<file path="config.mk">
export PLATFORM = sky130hd
export DESIGN_NAME = slot_entry_controller
export DESIGN_NICKNAME = d
export VERILOG_FILES = /design/src/rtl/slot_entry_controller_pkg.sv /design/src/rtl/slot_occupancy_bank.sv /design/src/rtl/slot_entry_controller.sv
export SDC_FILE = /design/constraint.sdc
export NUM_CORES = 1
export LEC_CHECK = 0
export ABC_AREA = 1
export CORE_ASPECT_RATIO = 1.75
export CORE_MARGIN = 1.5
export CORE_UTILIZATION = 53
export DETAILED_ROUTE_END_ITERATION = 6
export PLACE_DENSITY_LB_ADDON = 0.05
export SYNTH_ARGS = -nofsm -noshare
export SYNTH_HDL_FRONTEND = slang
export SYNTH_SLANG_ARGS = --single-unit
</file>
<file path="constraint.sdc">
create_clock -name clk -period 3.4 [get_ports clk]
set_input_delay 0.68 -clock clk [delete_from_list [all_inputs] [get_ports clk]]
set_output_delay 0.68 -clock clk [all_outputs]
set_load 0.005 [all_outputs]
</file>
<file path="src/rtl/slot_entry_controller_pkg.sv">
// Shared definitions for the parking-slot controllers: slot count define,
// response codes and the entry FSM state encoding.
`ifndef PARKING_SLOTS
`define PARKING_SLOTS 8
`endif

package slot_entry_controller_pkg;

  typedef enum logic [1:0] {
    RESP_GRANTED          = 2'b00,
    RESP_ALREADY_OCCUPIED = 2'b01,
    RESP_INVALID_FLAT     = 2'b10
  } resp_code_e;

  typedef enum logic [1:0] {
    ST_IDLE  = 2'b00,
    ST_CHECK = 2'b01,
    ST_RESP  = 2'b10
  } state_e;

endpackage

</file>
<file path="src/rtl/slot_occupancy_bank.sv">
// Per-flat occupancy bits with a registered population count and full flag.
// A clear in the same cycle as a read/set is applied first.
module slot_occupancy_bank #(
  parameter int unsigned N = `PARKING_SLOTS,
  localparam int unsigned FW = $clog2(N) + 1,
  localparam int unsigned CW = $clog2(N + 2)
) (
  input  logic          clk,
  input  logic          rst,
  input  logic          set_en,
  input  logic [FW-1:0] set_idx,
  input  logic          clr_en,
  input  logic [FW-1:0] clr_idx,
  input  logic [FW-1:0] rd_idx,
  output logic          rd_bit,
  output logic [N:0]    occupancy,
  output logic [CW-1:0] count,
  output logic          full
);

  logic          clr_hit;
  logic          set_hit;
  logic [N:0]    after_clr;
  logic [N:0]    occ_nxt;
  logic [CW-1:0] count_nxt;

  // Loops compare against each in-range index, so out-of-range flats never match.
  always_comb begin
    clr_hit   = 1'b0;
    set_hit   = 1'b0;
    rd_bit    = 1'b0;
    after_clr = occupancy;
    for (int unsigned i = 0; i <= N; i++) begin
      if (clr_en && clr_idx == FW'(i) && occupancy[i]) begin
        clr_hit      = 1'b1;
        after_clr[i] = 1'b0;
      end
    end
    occ_nxt = after_clr;
    for (int unsigned i = 0; i <= N; i++) begin
      if (rd_idx == FW'(i)) rd_bit = after_clr[i];
      if (set_en && set_idx == FW'(i) && !after_clr[i]) begin
        set_hit    = 1'b1;
        occ_nxt[i] = 1'b1;
      end
    end
    count_nxt = count + CW'(set_hit) - CW'(clr_hit);
  end

  always_ff @(posedge clk or posedge rst) begin
    if (rst) begin
      occupancy <= '0;
      count     <= '0;
      full      <= 1'b0;
    end else begin
      occupancy <= occ_nxt;
      count     <= count_nxt;
      full      <= (count_nxt == CW'(N + 1));
    end
  end

endmodule

</file>
<file path="src/rtl/slot_entry_controller.sv">
// Entry-side controller: accepts one entry request at a time, checks the
// occupancy bank and returns a GRANTED / ALREADY_OCCUPIED / INVALID_FLAT outcome.
module slot_entry_controller
  import slot_entry_controller_pkg::*;
#(
  parameter int unsigned N = `PARKING_SLOTS,
  localparam int unsigned FW = $clog2(N) + 1,
  localparam int unsigned CW = $clog2(N + 2)
) (
  input  logic          clk,
  input  logic          rst,
  input  logic          entry_valid,
  input  logic [FW-1:0] entry_flat,
  output logic          entry_ready,
  input  logic          exit_valid,
  input  logic [FW-1:0] exit_flat,
  output logic          resp_valid,
  input  logic          resp_ready,
  output logic [1:0]    resp_code,
  output logic [FW-1:0] resp_flat,
  output logic [N:0]    occupancy,
  output logic [CW-1:0] occupied_count,
  output logic          lot_full
);

  state_e        state, state_nxt;
  logic [FW-1:0] flat_q;
  resp_code_e    code_q, outcome;
  logic          set_en;
  logic          rd_bit;

  slot_occupancy_bank #(.N(N)) u_bank (
    .clk       (clk),
    .rst       (rst),
    .set_en    (set_en),
    .set_idx   (flat_q),
    .clr_en    (exit_valid),
    .clr_idx   (exit_flat),
    .rd_idx    (flat_q),
    .rd_bit    (rd_bit),
    .occupancy (occupancy),
    .count     (occupied_count),
    .full      (lot_full)
  );

  always_comb begin
    state_nxt   = state;
    entry_ready = 1'b0;
    resp_valid  = 1'b0;
    set_en      = 1'b0;
    outcome     = RESP_GRANTED;
    case (state)
      ST_IDLE: begin
        entry_ready = 1'b1;
        if (entry_valid) state_nxt = ST_CHECK;
      end
      ST_CHECK: begin
        if (flat_q > FW'(N))  outcome = RESP_INVALID_FLAT;
        else if (rd_bit)      outcome = RESP_ALREADY_OCCUPIED;
        else                  set_en  = 1'b1;
        state_nxt = ST_RESP;
      end
      ST_RESP: begin
        resp_valid = 1'b1;
        if (resp_ready) state_nxt = ST_IDLE;
      end
      default: state_nxt = ST_IDLE;
    endcase
  end

  always_ff @(posedge clk or posedge rst) begin
    if (rst) begin
      state     <= ST_IDLE;
      flat_q    <= '0;
      code_q    <= RESP_GRANTED;
      resp_flat <= '0;
    end else begin
      state <= state_nxt;
      if (state == ST_IDLE && entry_valid) flat_q <= entry_flat;
      if (state == ST_CHECK) begin
        code_q    <= outcome;
        resp_flat <= flat_q;
      end
    end
  end

  assign resp_code = code_q;

endmodule

</file>
Word-level counts from Yosys, hierarchy flattened
Cells that the tools add are included.
- output and inout port bits: 22
- memories: 0
- ROM bits: 0
- input port bits: 13
- bits in registers: 26
- bits in latches: 0
- RAM bits: 0
- bitwise operators: 0
- reductions and logical operators: 50
- multipliers: 0
- div/mod/pow operators: 0
- equality and inequality tests: 21
- shifts and indexed selects: 0
- multiplexer cells: 55
- order comparisons: 1
- add/sub/neg operators: 2
- operators by type and width (kind ; number):
    2-to-1 mux 1 bit ; 51
    logical AND 1 bit ; 37
    == test 4 x 3 -> 1 bit, second input constant ; 8
    == test 4 x 2 -> 1 bit, second input constant ; 4
    == test 4 bit, second input constant ; 3
    logical NOT 1 bit ; 9
    == test 4 x 1 -> 1 bit, second input constant ; 2
    logical NOT 4 bit ; 2
    2-to-1 mux 2 bit ; 3
    case mux 2 bit (3 select lines) ; 1
    adder 4 x 1 -> 4 bit ; 1
    > comparator 4 bit, second input constant ; 1
    inequality test 2 bit, second input constant ; 2
    subtractor 4 x 1 -> 4 bit ; 1
    == test 2 x 1 -> 1 bit, second input constant ; 1
    == test 2 bit, second input constant ; 1
    logical NOT 2 bit ; 1
    AND reduction 2 bit ; 1

Logic depth before layout (Yosys ltp)
- word-level depth: 30
- gate-level depth with buffers: 16
- mapped depth without buffers: 16

Modules after synthesis
From an unflattened synthesis, not the netlist that was laid out.
- cell total of the unflattened synthesis: 204
- area total of the unflattened synthesis: 1531.5 um^2
- modules (own cells, without submodules) (module ; cells an instance ; area each (um^2) ; seq. area each (um^2) ; instances):
    slot_occupancy_bank ; 148 ; 1018.5 ; 350.3 ; 1
    slot_entry_controller ; 56 ; 513.0 ; 300.3 ; 1

Least setup slack after synthesis
No wires, ideal clock.
- path type: input-to-reg
- start point: input port exit_flat[3]
- end point: register u_bank.full
- slack: 0.931 ns
- arrival: 2.381 ns
- required time: 3.312 ns
- stages: 13
- library setup time: 0.088 ns
- path through: inv_2 -> nand3_2 -> inv_2 -> nand2_2 -> o2111a_1 -> o2111ai_1 -> ha_1 -> inv_1 -> ha_1 -> inv_1 -> fa_1 -> nand2_1 -> nor3b_1
- cells in the longest elaborated chain, start to end: 30
- elaborated cells on any way between the ends: 96
- those cells by class: 2 x add/sub; 9 x eq/ne; 39 x mux; 46 x reduce/logical
- ends and longest elaborated chain (what ; RTL line ; text):
    start, declared ; slot_entry_controller.sv:16 ; input logic [FW-1:0] exit_flat,
    logical NOT 4 bit ; slot_occupancy_bank.sv:34 ; if (clr_en && clr_idx == FW'(i) && occupancy[i]) begin
    logical AND 1 bit (2 in series) ; slot_occupancy_bank.sv:34 ;
    2-to-1 mux 1 bit ; slot_occupancy_bank.sv:34 ;
    2-to-1 mux 1 bit (9 in series) ; slot_occupancy_bank.sv:41 ; if (rd_idx == FW'(i)) rd_bit = after_clr[i];
    2-to-1 mux 1 bit ; slot_entry_controller.sv:59 ; else if (rd_bit) outcome = RESP_ALREADY_OCCUPIED;
    2-to-1 mux 1 bit ; slot_entry_controller.sv:58 ; if (flat_q > FW'(N)) outcome = RESP_INVALID_FLAT;
    2-to-1 mux 1 bit ; slot_entry_controller.sv:52 ; case (state)
    logical AND 1 bit (2 in series) ; slot_occupancy_bank.sv:42 ; if (set_en && set_idx == FW'(i) && !after_clr[i]) begin
    2-to-1 mux 1 bit (9 in series) ; slot_occupancy_bank.sv:42 ;
    adder 4 x 1 -> 4 bit ; slot_occupancy_bank.sv:47 ; count_nxt = count + CW'(set_hit) - CW'(clr_hit);
    subtractor 4 x 1 -> 4 bit * ; slot_occupancy_bank.sv:47 ;
    == test 4 bit * ; slot_occupancy_bank.sv:58 ; full <= (count_nxt == CW'(N + 1));
    end signal, assigned ; slot_occupancy_bank.sv:58 ;
    end, declared ; slot_occupancy_bank.sv:18 ; output logic full
Every way passes the cells marked *; elsewhere a longest branch is shown, timed or not.
A chain may end at the register's enable or synchronous reset.

Worst setup path in the final report
- start point: input port exit_flat[1]
- end point: register u_bank.full
Same word-level chain as after synthesis.

==> key figures <==
Global routing
  • Initial antenna violation count: 0
  • Largest net degree at the start of global routing: 27
  • Global-route usage over all layers: 0.262
  • Vias in the first global route: ~1.3k
  • GRT Residual Overflow: 0
  • First-pass GRT wire length: 6040 um

Power and ir drop
  • Pint: ~0.001 W
  • Leak pwr: between 0.9 and 1 nW
  • Sw power: 0.000651 W
  • PD cells: between 800 and 900 nW/um2
  • Comb pwr share: 0.506
  • Maximum vdd drop: 0.628 mV
  • Sequential power share: 0.340
  • Switch share: 0.393
  • Clock power frac: 0.154
  • Final Power: approximately 0.0017 W

Synth
  • Syn. warnings: 0
  • Synthesis-stage register bit count: 26
  • Async S/R FF share, synth: 1.00
  • Area share of the largest cell type after synthesis: 0.448
  • Mapped cell area: 1450 um2
  • Sequential area share after synthesis: 0.448
  • Leading area contributor after synthesis: dfrtp_1
  • Netlist cell types: 28
  • Synth Area in XOR/XNOR: 0.0181
  • Syn_nets: roughly 210
  • Post-synth EDFFs: 0
  • Largest family of logic cells by synthesized area: simple AND/OR/NAND/NOR gates
  • Compound-Gate Fraction of Synth Area: 0.0749
  • Mean Syn Cell Area: around 7.6 um2
  • Post-Syn Instances: 190
  • Synth Area in Adders: 0.0482
  • Mux cell area share after synthesis: 0
  • Top FF cell, synth: dfrtp_1
  • Simple-Gate Fraction of Synth Area: 0.332
  • Synth area leaders: dfrtp_1 (45%), nand2_1 (17%), nand3_1 (6.5%)

Critical path
  • Reg2Reg Setup Slack: 870 ps
  • Worst R2R Start: flat_q[0]
  • Worst Path Required: roughly 3600 ps
  • FF-to-FF End: u_bank.full
  • CP startpoint: exit_flat[1]
  • CP Max Fanout: 8
  • Critical Path End: u_bank.full
  • Register-to-Register Path Depth: 14
  • Critical Path AT: roughly 3300 ps
  • CP endpoint kind: flop
  • Setup crit start kind: primary input
  • Crit path kind: primary input to flop

Drt
  • Via count: between 1k and 1.5k
  • Drt wl/cell: around 14 um
  • Vias per cell: 5.46
  • # DRC: 0
  • Drt pass-1 iters: 4
  • Final WL: 3630 um
  • Antenna viol nets, final: 0
  • 1st-iter DRT viols: 34

Floorplanning
  • Core Footprint: around 2700 um2
  • Row count: 25
  • I/O Pins: 35
  • Die area: 3080 um2
  • Die Width: about 43 um
  • Die Y: 72.3 um
  • Initial Utilization: 0.546

Timing
  • Fin crit period: 3050 ps
  • Slew @ Worst Pin: 1000 ps
  • Final number of setup-violating endpoints: 0
  • Crit share post-route: 0.898
  • Setup Skew: between 3 and 4 ps
  • Slew Viols, Final: 0
  • Maximum clock rate: 328 MHz
  • Min Hold Slack: between 400 and 500 ps
  • Setup total negative slack: 0 ps
  • RSZ-0062 raised after global routing: no
  • Hold Fails Final Rpt: 0
  • Slew headroom: 0.331

Clock network
  • Root buffer cell: clkbuf_8
  • Clk slew on worst S/H paths: roughly 90 ps
  • CTS tree: done
  • Setup Buffers After CTS: 0
  • H-tree depth: 1
  • Clock buffer depth: 2
  • Clock Latency Late Sink: around 270 ps
  • Clk sinks: 26
  • CTS resizes: 0
  • CTS Buf Count: 3
  • Post-CTS Hold Fix Bufs: 0

Place
  • Dpl hpwl: 2680 um
  • Placer Congestion: a little under 0.9
  • Buffers on Ports: 34

Cells and area
  • Commonest non-fill, non-tap cells in the layout: nand2_1 (64), clkdlybuf4s50_1 (34), dfrtp_1 (26)
  • Commonest non-fill, non-tap cell in the layout: nand2_1
  • Layout cells sized above 1: 0.0881
  • Area Growth Syn to Fin: 30.4%
  • Final nets: 246
  • Inserted Diodes: 0

Run
  • Max Cap Viol: 0

Min path
  • Worst hold path class: flop to flop

Run status
  • Status: finished clean
[worst max-delay path, cell delays in order]
cell and delay, ps:
clkdlybuf4s50_1 490, nor2_2 270, nand3_1 230, nand2_1 140, nand2_1 50, nand2_1 80, nor3_2 40, nand2_1 60
nand2_2 100, inv_4 120, ha_1 180, inv_1 60, fa_1 520, nand2_1 60, nor3b_1 170
[logic make-up (layout without fill, tap and decap cells)]
| kind of cell | after synthesis | in the layout |
|---|---|---|
| flops | 26 | 26 |
| buf+inv | 30 | 67 |
| fa+ha+maj | 5 | 5 |
| xor+xnor | 3 | 3 |
| compound gates | 19 | 19 |
| simple gates | 107 | 107 |
[power groups by stage]
stage / registers (W) / clock network (W) / logic, W
floorplan: 0.000555 / 0 / 0.000463
global placement: 0.000557 / 0 / 0.000802
detailed placement: 0.000567 / 0 / 0.000826
CTS: 0.000562 / 0.000257 / 0.000839
global route: 0.000578 / 0.000272 / 0.000939
finish: 0.000563 / 0.000254 / 0.000838
[area by class of cell]
class / count / area, um2
Clock buffer: 3 / 41.3
Tap cell: 27 / 33.8
Timing Repair Buffer: 34 / 340
Sequential cell: 26 / 651
Inverter: 29 / 111
Fill cell: 215 / 764
Clock inverter: 1 / 30.0
Multi-Input combinational cell: 134 / 687
[layer usage]
metal,track usage,wire [um],part of all wire,up-vias
li1,-,-,-,678
met1,0.302,1400,0.38,648
met2,0.475,1990,0.55,50
met3,0.0299,127,0.035,12
met4,0.122,112,0.031,0
met5,0,0,0,-
[Yosys cell counts, types with 2 or more instances]
| cell | n |
|---|---|
| nor3_2 | 3 |
| nand2_2 | 2 |
| nor2_1 | 11 |
| nor3_1 | 2 |
| inv_1 | 20 |
| xnor2_1 | 2 |
| nand2_1 | 64 |
| inv_2 | 7 |
| o21ai_0 | 9 |
| a21oi_1 | 2 |
| o21ai_1 | 4 |
| nand4_1 | 2 |
| dfrtp_1 | 26 |
| ha_1 | 4 |
| nand3_1 | 19 |
[per-stage QoR]
step,utilization,area (um2),worst slack [ps],std cells
after detailed placement,0.686,1820,139,250
after global placement,0.686,1820,235,250
after floorplan,-,1450,931,190
after global routing,0.712,1890,137,254
after CTS,0.712,1890,360,254
final,0.712,1890,348,254
[worst min-delay path by stage]
stage                  from      endpoint  slack [ps]  depth (start not counted)
2_1_floorplan  resp_code[0]  resp_code[0]         470                          2
3_3_place_gp   resp_code[0]  resp_code[0]         470                          2
3_5_place_dp   resp_code[1]  resp_code[1]         480                          2
4_1_cts        resp_flat[3]  resp_flat[3]         500                          2
5_1_grt        resp_code[1]  resp_code[1]         530                          2
6_report       resp_flat[3]  resp_flat[3]         490                          2
[registers in the layout, summed over array words and instances, names as in the netlist]
| signal | count |
|---|---|
| u_bank.occupancy | 9 |
| flat_q | 4 |
| resp_flat | 4 |
| u_bank.count | 4 |
| resp_code | 2 |
| state | 2 |
| u_bank.full | 1 |
No activity file was read; power rests on OpenSTA's default activity.
